[src/rtl/fft_fifo_pkg.sv]
// ============================================================================
// fft_fifo_pkg : shared defaults, slot indices and slot type for fifo_arbiter
// Revision     : 1.0
// ============================================================================
`default_nettype none

package fft_fifo_pkg;

  localparam int DEF_WIDTH = 8;
  localparam int DEF_DEPTH = 4;

  typedef logic [1:0] slot_t;

  localparam slot_t SLOT_P0 = 2'd0;
  localparam slot_t SLOT_P1 = 2'd1;
  localparam slot_t SLOT_RD = 2'd2;

  // One-hot grant vector to the slot index it names (P0 when nothing set).
  function automatic slot_t gnt_to_slot(input logic [2:0] gnt);
    slot_t s;
    s = SLOT_P0;
    if (gnt[2])
      s = SLOT_RD;
    else if (gnt[1])
      s = SLOT_P1;
    return s;
  endfunction

endpackage

`default_nettype wire

[src/rtl/fifo_arbiter_if.sv]
// ============================================================================
// fifo_arbiter_if : producer/consumer/FIFO-pin bundle around fifo_arbiter
//                   (gnt_cnt present only with FIFO_ARB_STATS_EN)
// Revision        : 1.0
// ============================================================================
`default_nettype none

interface fifo_arbiter_if
  import fft_fifo_pkg::*;
#(
  parameter int WIDTH = DEF_WIDTH,
  parameter int DEPTH = DEF_DEPTH
);

  localparam int CW = $clog2(DEPTH + 1);

  logic [1:0]       wr_req;
  logic [WIDTH-1:0] wr_data0;
  logic [WIDTH-1:0] wr_data1;
  logic             rd_req;
  logic [1:0]       wr_gnt;
  logic             rd_gnt;
  logic [WIDTH-1:0] rd_data;
  logic             fifo_write;
  logic             fifo_delete;
  logic [WIDTH-1:0] fifo_in;
  logic [WIDTH-1:0] fifo_out;
  logic             fifo_error;
  logic [CW-1:0]    count;
  logic             full;
  logic             empty;
  logic             err_sticky;
  logic             err_clr;
`ifdef FIFO_ARB_STATS_EN
  logic [2:0][15:0] gnt_cnt;
`endif

  // Arbiter side
  modport master (
    input  wr_req, wr_data0, wr_data1, rd_req, fifo_out, fifo_error, err_clr,
    output wr_gnt, rd_gnt, rd_data, fifo_write, fifo_delete, fifo_in,
    output count, full, empty, err_sticky
`ifdef FIFO_ARB_STATS_EN
    , output gnt_cnt
`endif
  );

  // Producers, consumer and FIFO side
  modport slave (
    output wr_req, wr_data0, wr_data1, rd_req, fifo_out, fifo_error, err_clr,
    input  wr_gnt, rd_gnt, rd_data, fifo_write, fifo_delete, fifo_in,
    input  count, full, empty, err_sticky
`ifdef FIFO_ARB_STATS_EN
    , input gnt_cnt
`endif
  );

endinterface

`default_nettype wire

[src/rtl/rr_pick3.sv]
// ============================================================================
// rr_pick3 : combinational 3-way round-robin picker, search starts at last+1
// Revision : 1.0
// ============================================================================
`default_nettype none

module rr_pick3
  import fft_fifo_pkg::*;
(
  input  logic [2:0] eligible,
  input  slot_t      last,
  output logic [2:0] gnt
);

  always_comb begin
    gnt = 3'b000;
    case (last)
      SLOT_P0: begin
        if      (eligible[1]) gnt = 3'b010;
        else if (eligible[2]) gnt = 3'b100;
        else if (eligible[0]) gnt = 3'b001;
      end
      SLOT_P1: begin
        if      (eligible[2]) gnt = 3'b100;
        else if (eligible[0]) gnt = 3'b001;
        else if (eligible[1]) gnt = 3'b010;
      end
      // SLOT_RD, and the unused encoding, restart at producer 0
      default: begin
        if      (eligible[0]) gnt = 3'b001;
        else if (eligible[1]) gnt = 3'b010;
        else if (eligible[2]) gnt = 3'b100;
      end
    endcase
  end

endmodule

`default_nettype wire

[src/rtl/fifo_arbiter.sv]
// ============================================================================
// fifo_arbiter : round-robin write/delete scheduler for a shared FFT FIFO,
//                with shadow occupancy and sticky error flag.
//                FIFO_ARB_STATS_EN adds per-slot saturating grant counters.
// Revision     : 1.0
// ============================================================================
`default_nettype none

module fifo_arbiter
  import fft_fifo_pkg::*;
#(
  parameter int WIDTH = DEF_WIDTH,
  parameter int DEPTH = DEF_DEPTH
) (
  input  logic           clk,
  input  logic           reset,
  fifo_arbiter_if.master bus
);

  localparam int          CW     = $clog2(DEPTH + 1);
  localparam logic [CW-1:0] C_FULL = CW'(DEPTH);
  localparam logic [CW-1:0] C_ZERO = '0;
  localparam logic [CW-1:0] C_ONE  = CW'(1);

  logic [CW-1:0] r_count;
  slot_t         r_last;
  logic          r_err;
  logic [2:0]    w_elig;
  logic [2:0]    w_gnt;
  logic          w_full;
  logic          w_empty;
  logic          w_write;
  logic          w_delete;
  logic          w_range_err;

  assign w_full  = (r_count == C_FULL);
  assign w_empty = (r_count == C_ZERO);

  // Gated by reset so grants drop the moment reset asserts.
  assign w_elig = {bus.rd_req & ~w_empty,
                   bus.wr_req[1] & ~w_full,
                   bus.wr_req[0] & ~w_full} & {3{reset}};

  rr_pick3 u_pick (
    .eligible (w_elig),
    .last     (r_last),
    .gnt      (w_gnt)
  );

  assign w_write  = w_gnt[0] | w_gnt[1];
  assign w_delete = w_gnt[2];

  assign w_range_err = (w_write & w_full) | (w_delete & w_empty) | (w_write & w_delete);

  assign bus.wr_gnt      = w_gnt[1:0];
  assign bus.rd_gnt      = w_gnt[2];
  assign bus.fifo_write  = w_write;
  assign bus.fifo_delete = w_delete;
  assign bus.fifo_in     = w_gnt[1] ? bus.wr_data1 : bus.wr_data0;
  assign bus.rd_data     = bus.fifo_out;
  assign bus.count       = r_count;
  assign bus.full        = w_full;
  assign bus.empty       = w_empty;
  assign bus.err_sticky  = r_err;

  always_ff @(posedge clk or negedge reset) begin
    if (!reset) begin
      r_count <= C_ZERO;
      r_last  <= SLOT_RD;
    end else begin
      if (!w_range_err) begin
        if (w_write)
          r_count <= r_count + C_ONE;
        else if (w_delete)
          r_count <= r_count - C_ONE;
      end
      if (|w_gnt)
        r_last <= gnt_to_slot(w_gnt);
    end
  end

  // Set has priority over clear.
  always_ff @(posedge clk or negedge reset) begin
    if (!reset)
      r_err <= 1'b0;
    else if (bus.fifo_error || w_range_err)
      r_err <= 1'b1;
    else if (bus.err_clr)
      r_err <= 1'b0;
  end

`ifdef FIFO_ARB_STATS_EN
  generate
    for (genvar s = 0; s < 3; s++) begin : g_stats
      logic [15:0] r_cnt;
      always_ff @(posedge clk or negedge reset) begin
        if (!reset)
          r_cnt <= 16'h0000;
        else if (w_gnt[s] && (r_cnt != 16'hFFFF))
          r_cnt <= r_cnt + 16'h0001;
      end
      assign bus.gnt_cnt[s] = r_cnt;
    end
  endgenerate
`endif

endmodule

`default_nettype wire

[src/flat_wrapper.sv]
// flat-port wrapper written by rule: the top's interface ports become plain ports
module fifo_arbiter_flat import fft_fifo_pkg::*;
#(
  parameter int WIDTH = DEF_WIDTH,
  parameter int DEPTH = DEF_DEPTH
)
  (clk, reset, bus_wr_req, bus_wr_data0, bus_wr_data1, bus_rd_req, bus_fifo_out, bus_fifo_error, bus_err_clr, bus_wr_gnt, bus_rd_gnt, bus_rd_data, bus_fifo_write, bus_fifo_delete, bus_fifo_in, bus_count, bus_full, bus_empty, bus_err_sticky);
  fifo_arbiter_if #(.WIDTH(WIDTH), .DEPTH(DEPTH)) bus_i ();
  input  logic clk;
  input  logic reset;
  input wire logic [$bits(bus_i.wr_req)-1:0] bus_wr_req;
  input wire logic [$bits(bus_i.wr_data0)-1:0] bus_wr_data0;
  input wire logic [$bits(bus_i.wr_data1)-1:0] bus_wr_data1;
  input wire logic [$bits(bus_i.rd_req)-1:0] bus_rd_req;
  input wire logic [$bits(bus_i.fifo_out)-1:0] bus_fifo_out;
  input wire logic [$bits(bus_i.fifo_error)-1:0] bus_fifo_error;
  input wire logic [$bits(bus_i.err_clr)-1:0] bus_err_clr;
  output wire logic [$bits(bus_i.wr_gnt)-1:0] bus_wr_gnt;
  output wire logic [$bits(bus_i.rd_gnt)-1:0] bus_rd_gnt;
  output wire logic [$bits(bus_i.rd_data)-1:0] bus_rd_data;
  output wire logic [$bits(bus_i.fifo_write)-1:0] bus_fifo_write;
  output wire logic [$bits(bus_i.fifo_delete)-1:0] bus_fifo_delete;
  output wire logic [$bits(bus_i.fifo_in)-1:0] bus_fifo_in;
  output wire logic [$bits(bus_i.count)-1:0] bus_count;
  output wire logic [$bits(bus_i.full)-1:0] bus_full;
  output wire logic [$bits(bus_i.empty)-1:0] bus_empty;
  output wire logic [$bits(bus_i.err_sticky)-1:0] bus_err_sticky;
  assign bus_i.wr_req = bus_wr_req;
  assign bus_i.wr_data0 = bus_wr_data0;
  assign bus_i.wr_data1 = bus_wr_data1;
  assign bus_i.rd_req = bus_rd_req;
  assign bus_i.fifo_out = bus_fifo_out;
  assign bus_i.fifo_error = bus_fifo_error;
  assign bus_i.err_clr = bus_err_clr;
  assign bus_wr_gnt = bus_i.wr_gnt;
  assign bus_rd_gnt = bus_i.rd_gnt;
  assign bus_rd_data = bus_i.rd_data;
  assign bus_fifo_write = bus_i.fifo_write;
  assign bus_fifo_delete = bus_i.fifo_delete;
  assign bus_fifo_in = bus_i.fifo_in;
  assign bus_count = bus_i.count;
  assign bus_full = bus_i.full;
  assign bus_empty = bus_i.empty;
  assign bus_err_sticky = bus_i.err_sticky;
  fifo_arbiter #(.WIDTH(WIDTH), .DEPTH(DEPTH)) u_core (.clk(clk), .reset(reset), .bus(bus_i));
endmodule
[config.mk]
export PLATFORM = sky130hd
export DESIGN_NAME = fifo_arbiter_flat
export DESIGN_NICKNAME = d
export VERILOG_FILES = /design/src/rtl/fft_fifo_pkg.sv /design/src/rtl/fifo_arbiter_if.sv /design/src/rtl/rr_pick3.sv /design/src/rtl/fifo_arbiter.sv /design/src/flat_wrapper.sv
export SDC_FILE = /design/constraint.sdc
export NUM_CORES = 1
export LEC_CHECK = 0
export ABC_AREA = 1
export CORE_MARGIN = 2
export CORE_UTILIZATION = 32
export CTS_CLUSTER_DIAMETER = 40
export CTS_CLUSTER_SIZE = 10
export DETAILED_ROUTE_END_ITERATION = 8
export HOLD_SLACK_MARGIN = 0.12
export PLACE_DENSITY = 0.81
export SYNTH_ARGS = -nofsm -noshare
export SYNTH_HDL_FRONTEND = slang
export SYNTH_HIERARCHICAL = 1
export SYNTH_SLANG_ARGS = --single-unit
[constraint.sdc]
create_clock -name clk -period 2.4 [get_ports clk]
set_clock_uncertainty 0.15 [all_clocks]
set_input_delay 0.36 -clock clk [delete_from_list [all_inputs] [get_ports clk]]
set_output_delay 0.36 -clock clk [all_outputs]
set_load 0.01 [all_outputs]
==> impl_results.md <==
* Placed cells at 177
* Post-synthesis cell type count at 22
* I/O pin count at 58
* Clock sink total at 6
* WL per Instance at 11.1 µm
* Worst reg2reg path depth at 15
* Clk_lat worst skew at 0.26 ns
* GRT Util Overall at 17.4%
* Minimum clock period at 2.35 ns
* PD cells at 1060 nW/µm²
* Gpl congestion at 0.762
* Chip Width at 50.2 µm
* Max_slew headroom at 88.8%
* Slew Viols, Final at 0
* Post-Syn Area at 684 µm²
* # port buffers at 41
* Status: complete, no violations
* Non-Filler Instances at 183
* Fillers at 181
* Clk root buf: clkbuf_4
* Die footprint at 2520 µm²
* Starting Density at 34.5%
* Hold WS at 0.344 ns
* Arrival @ worst endpoint at 1.84 ns
* Post-DRT Antenna Nets at 0
* RR Startpoint: u_core/bus.count[2]
* Min-delay worst type: register to register
* RR Endpoint: u_core/bus.count[2]
* Combined area of the multi-input logic cells at 420 µm²
* Maxcap violations at 0
* CP required at 1.89 ns
* Clk slew on worst S/H paths at 0.06 ns
* Mapped Cells at 105
* P_sw at 595 µW
* Clock power share at 8.5%
* Startpoint type of the worst setup path: register
* Max frequency at 425 MHz
* Synth Register Bits at 6
* Slew at the pin closest to its max-slew limit at 0.167 ns
* Via Count at 807
* Period utilization at 98.0%
* Total gr overflow at 0
* Syn Area/Cell at 6.52 µm²
* Register area at 151 µm²
* Number of global-route vias before repair at 800
* Clock Tree Buf Depth at 2
* Area Overhead vs Synth at 75.5%
* TritonCTS buffer count at 3
* Antenna violations before repair at 0
* Core region area at 1980 µm²
* Critical path class: register to output pin
* Vias per cell at 4.41
* Critical path fanouts, max at 10
* Peak supply drop at 819 µV
* Die Y-Extent at 50.2 µm
* Cell area after layout at 1200 µm²
* Switching Fraction at 46.7%
* Final Power at 1270 µW
* Synthesis Warnings at 6
* First-pass GRT wire length at 3.39 mm
* CTS tree: done
* Nets@finish at 189
* Syn Nets at 137
* Largest net degree at the start of global routing at 12
* First drt pass iteration count at 4
* Num rows at 16
* Final setup fails at 0
* DPL Wire Length at 1.62 mm
* Comb pwr share at 75.6%
* Final hold vios at 0
* Leakage power at 0.000641 µW
* CTS HTree Levels at 1
* Starting DRT DRC Count at 8
* Worst min-delay path endpoint: u_core/r_last[1]
* Critical path endpoint category: output pin
* Hold Crit Start: u_core/r_last[1]
* Sequential share of power at 15.8%
* RSZ-0062 raised after global routing: true
* Setup_tns at 0 ns
* Worst Hold Depth at 2
* # diodes at 0
* Internal at 678 µW
* Sequential-to-total area share from yosys stat at 22.1%
* R2R setup slack at 0.21 ns
* Area post-placement at 1170 µm²
* Remaining DRCs at 0
* Routed wire length at 2.03 mm
* Fraction of layout instances using a drive strength above 1 at 34.0%
[final cells by class]
| cell class | instances | share of cell area (%) |
|---|---|---|
| timing repair buffer | 57 | 42.1 |
| multi-input combinational | 74 | 35.0 |
| sequential | 6 | 12.6 |
| inverter | 15 | 5.31 |
| tap | 27 | 2.81 |
| clock buffer | 4 | 2.19 |
[routing by layer]
metal	vias up	track usage, %	share of wire (%)
met5	-	0	0
li1	407	-	-
met3	5	4.46	9.3
met1	362	15.8	36
met2	33	34.0	53
met4	0	9.72	1.6
[through the flow]
stage,setup slack [ns],utilization (%)
after floorplan,0.0820,-
after CTS,0.0195,60.5
after detailed placement,-0.421,58.9
final,0.0470,60.6
after global routing,-0.0549,60.6
after global placement,-0.323,58.9
[state kept, by name (all words and copies together) (netlist names)]
| signal | flops |
|---|---|
| u_core/bus.err_sticky | 1 |
| u_core/r_last | 2 |
| u_core/bus.count | 3 |
[power groups by stage]
stage / sequential [µW] / combinational [µW] / clock (µW)
finish: 201 / 962 / 109
global route: 209 / 1050 / 118
CTS: 195 / 945 / 113
detailed placement: 193 / 976 / 0
global placement: 190 / 945 / 0
floorplan: 211 / 532 / 0
[timing repair]
item,CTS,global route
setup endpoints to repair,13,9
pin swaps,0,4
buffers inserted,0,1
gates resized for setup,19,23
hold buffers,1,0
endpoints found under the hold margin,5,0
gates cloned,0,0
[cells by family after synthesis]
| kind of cell | Yosys count | share of synthesized area, % |
|---|---|---|
| AO/OA/AOI/OAI | 5 | 4.75 |
| flip-flops | 6 | 22.1 |
| AND/OR/NAND/NOR | 68 | 49.4 |
| adder cells (fa/ha/maj) | 1 | 2.93 |
| buffers and inverters | 25 | 20.8 |
[how the worst max path moves through the flow]
stage / start / endpoint / slack (ns) / cells past startpoint
after floorplan: u_core/bus.count[2] / u_core/bus.count[2] / 0.08 / 15
after global placement: reset / bus_fifo_in[1] / -0.32 / 11
after detailed placement: reset / bus_fifo_in[0] / -0.42 / 9
after CTS: bus_rd_req / bus_fifo_in[0] / 0.02 / 11
after global routing: u_core/bus.count[0] / bus_fifo_in[5] / -0.05 / 11
final: u_core/bus.count[0] / bus_fifo_in[5] / 0.05 / 11
[layout by cell type (no fill, tap or decap)]
master	count
a21oi_1	3
a21oi_2	1
buf_12	1
buf_4	14
clkbuf_1	1
clkbuf_2	7
clkbuf_4	3
clkdlybuf4s15_1	3
clkdlybuf4s50_1	27
dfrtp_1	5
dfstp_2	1
dlygate4sd2_1	4
dlygate4sd3_1	1
fa_1	1
inv_1	9
inv_2	5
inv_8	1
nand2_1	42
nand2_2	8
nand2_4	2
nand2_8	1
nand3_1	4
nand3_2	1
nand3b_1	1
nor2_1	2
nor2_2	3
nor2_4	3
nor2_8	1
o21ai_2	1
[cell usage after synthesis, drive strengths merged]
cell	number	area [µm²]
a21oi	4	23.8
buf	10	78.8
dfrtp	5	125
dfstp	1	26.3
fa	1	20.0
inv	15	63.8
nand2	53	240
nand3	5	30.0
nand3b	1	7.51
nor2	9	60.1
o21ai	1	8.76
[worst max-delay path, cell delays in order (launching register included)]
cell             delay (ns)
dfrtp_1                0.41
nor2_4                 0.14
nand2_2                0.07
nand2_2                0.11
nor2_2                 0.05
nand3b_1               0.18
nand2_2                0.11
buf_12                 0.13
inv_8                  0.05
nand2_1                0.06
nand2_1                0.05
clkdlybuf4s15_1        0.22
No activity file was read; power rests on OpenSTA's default activity.
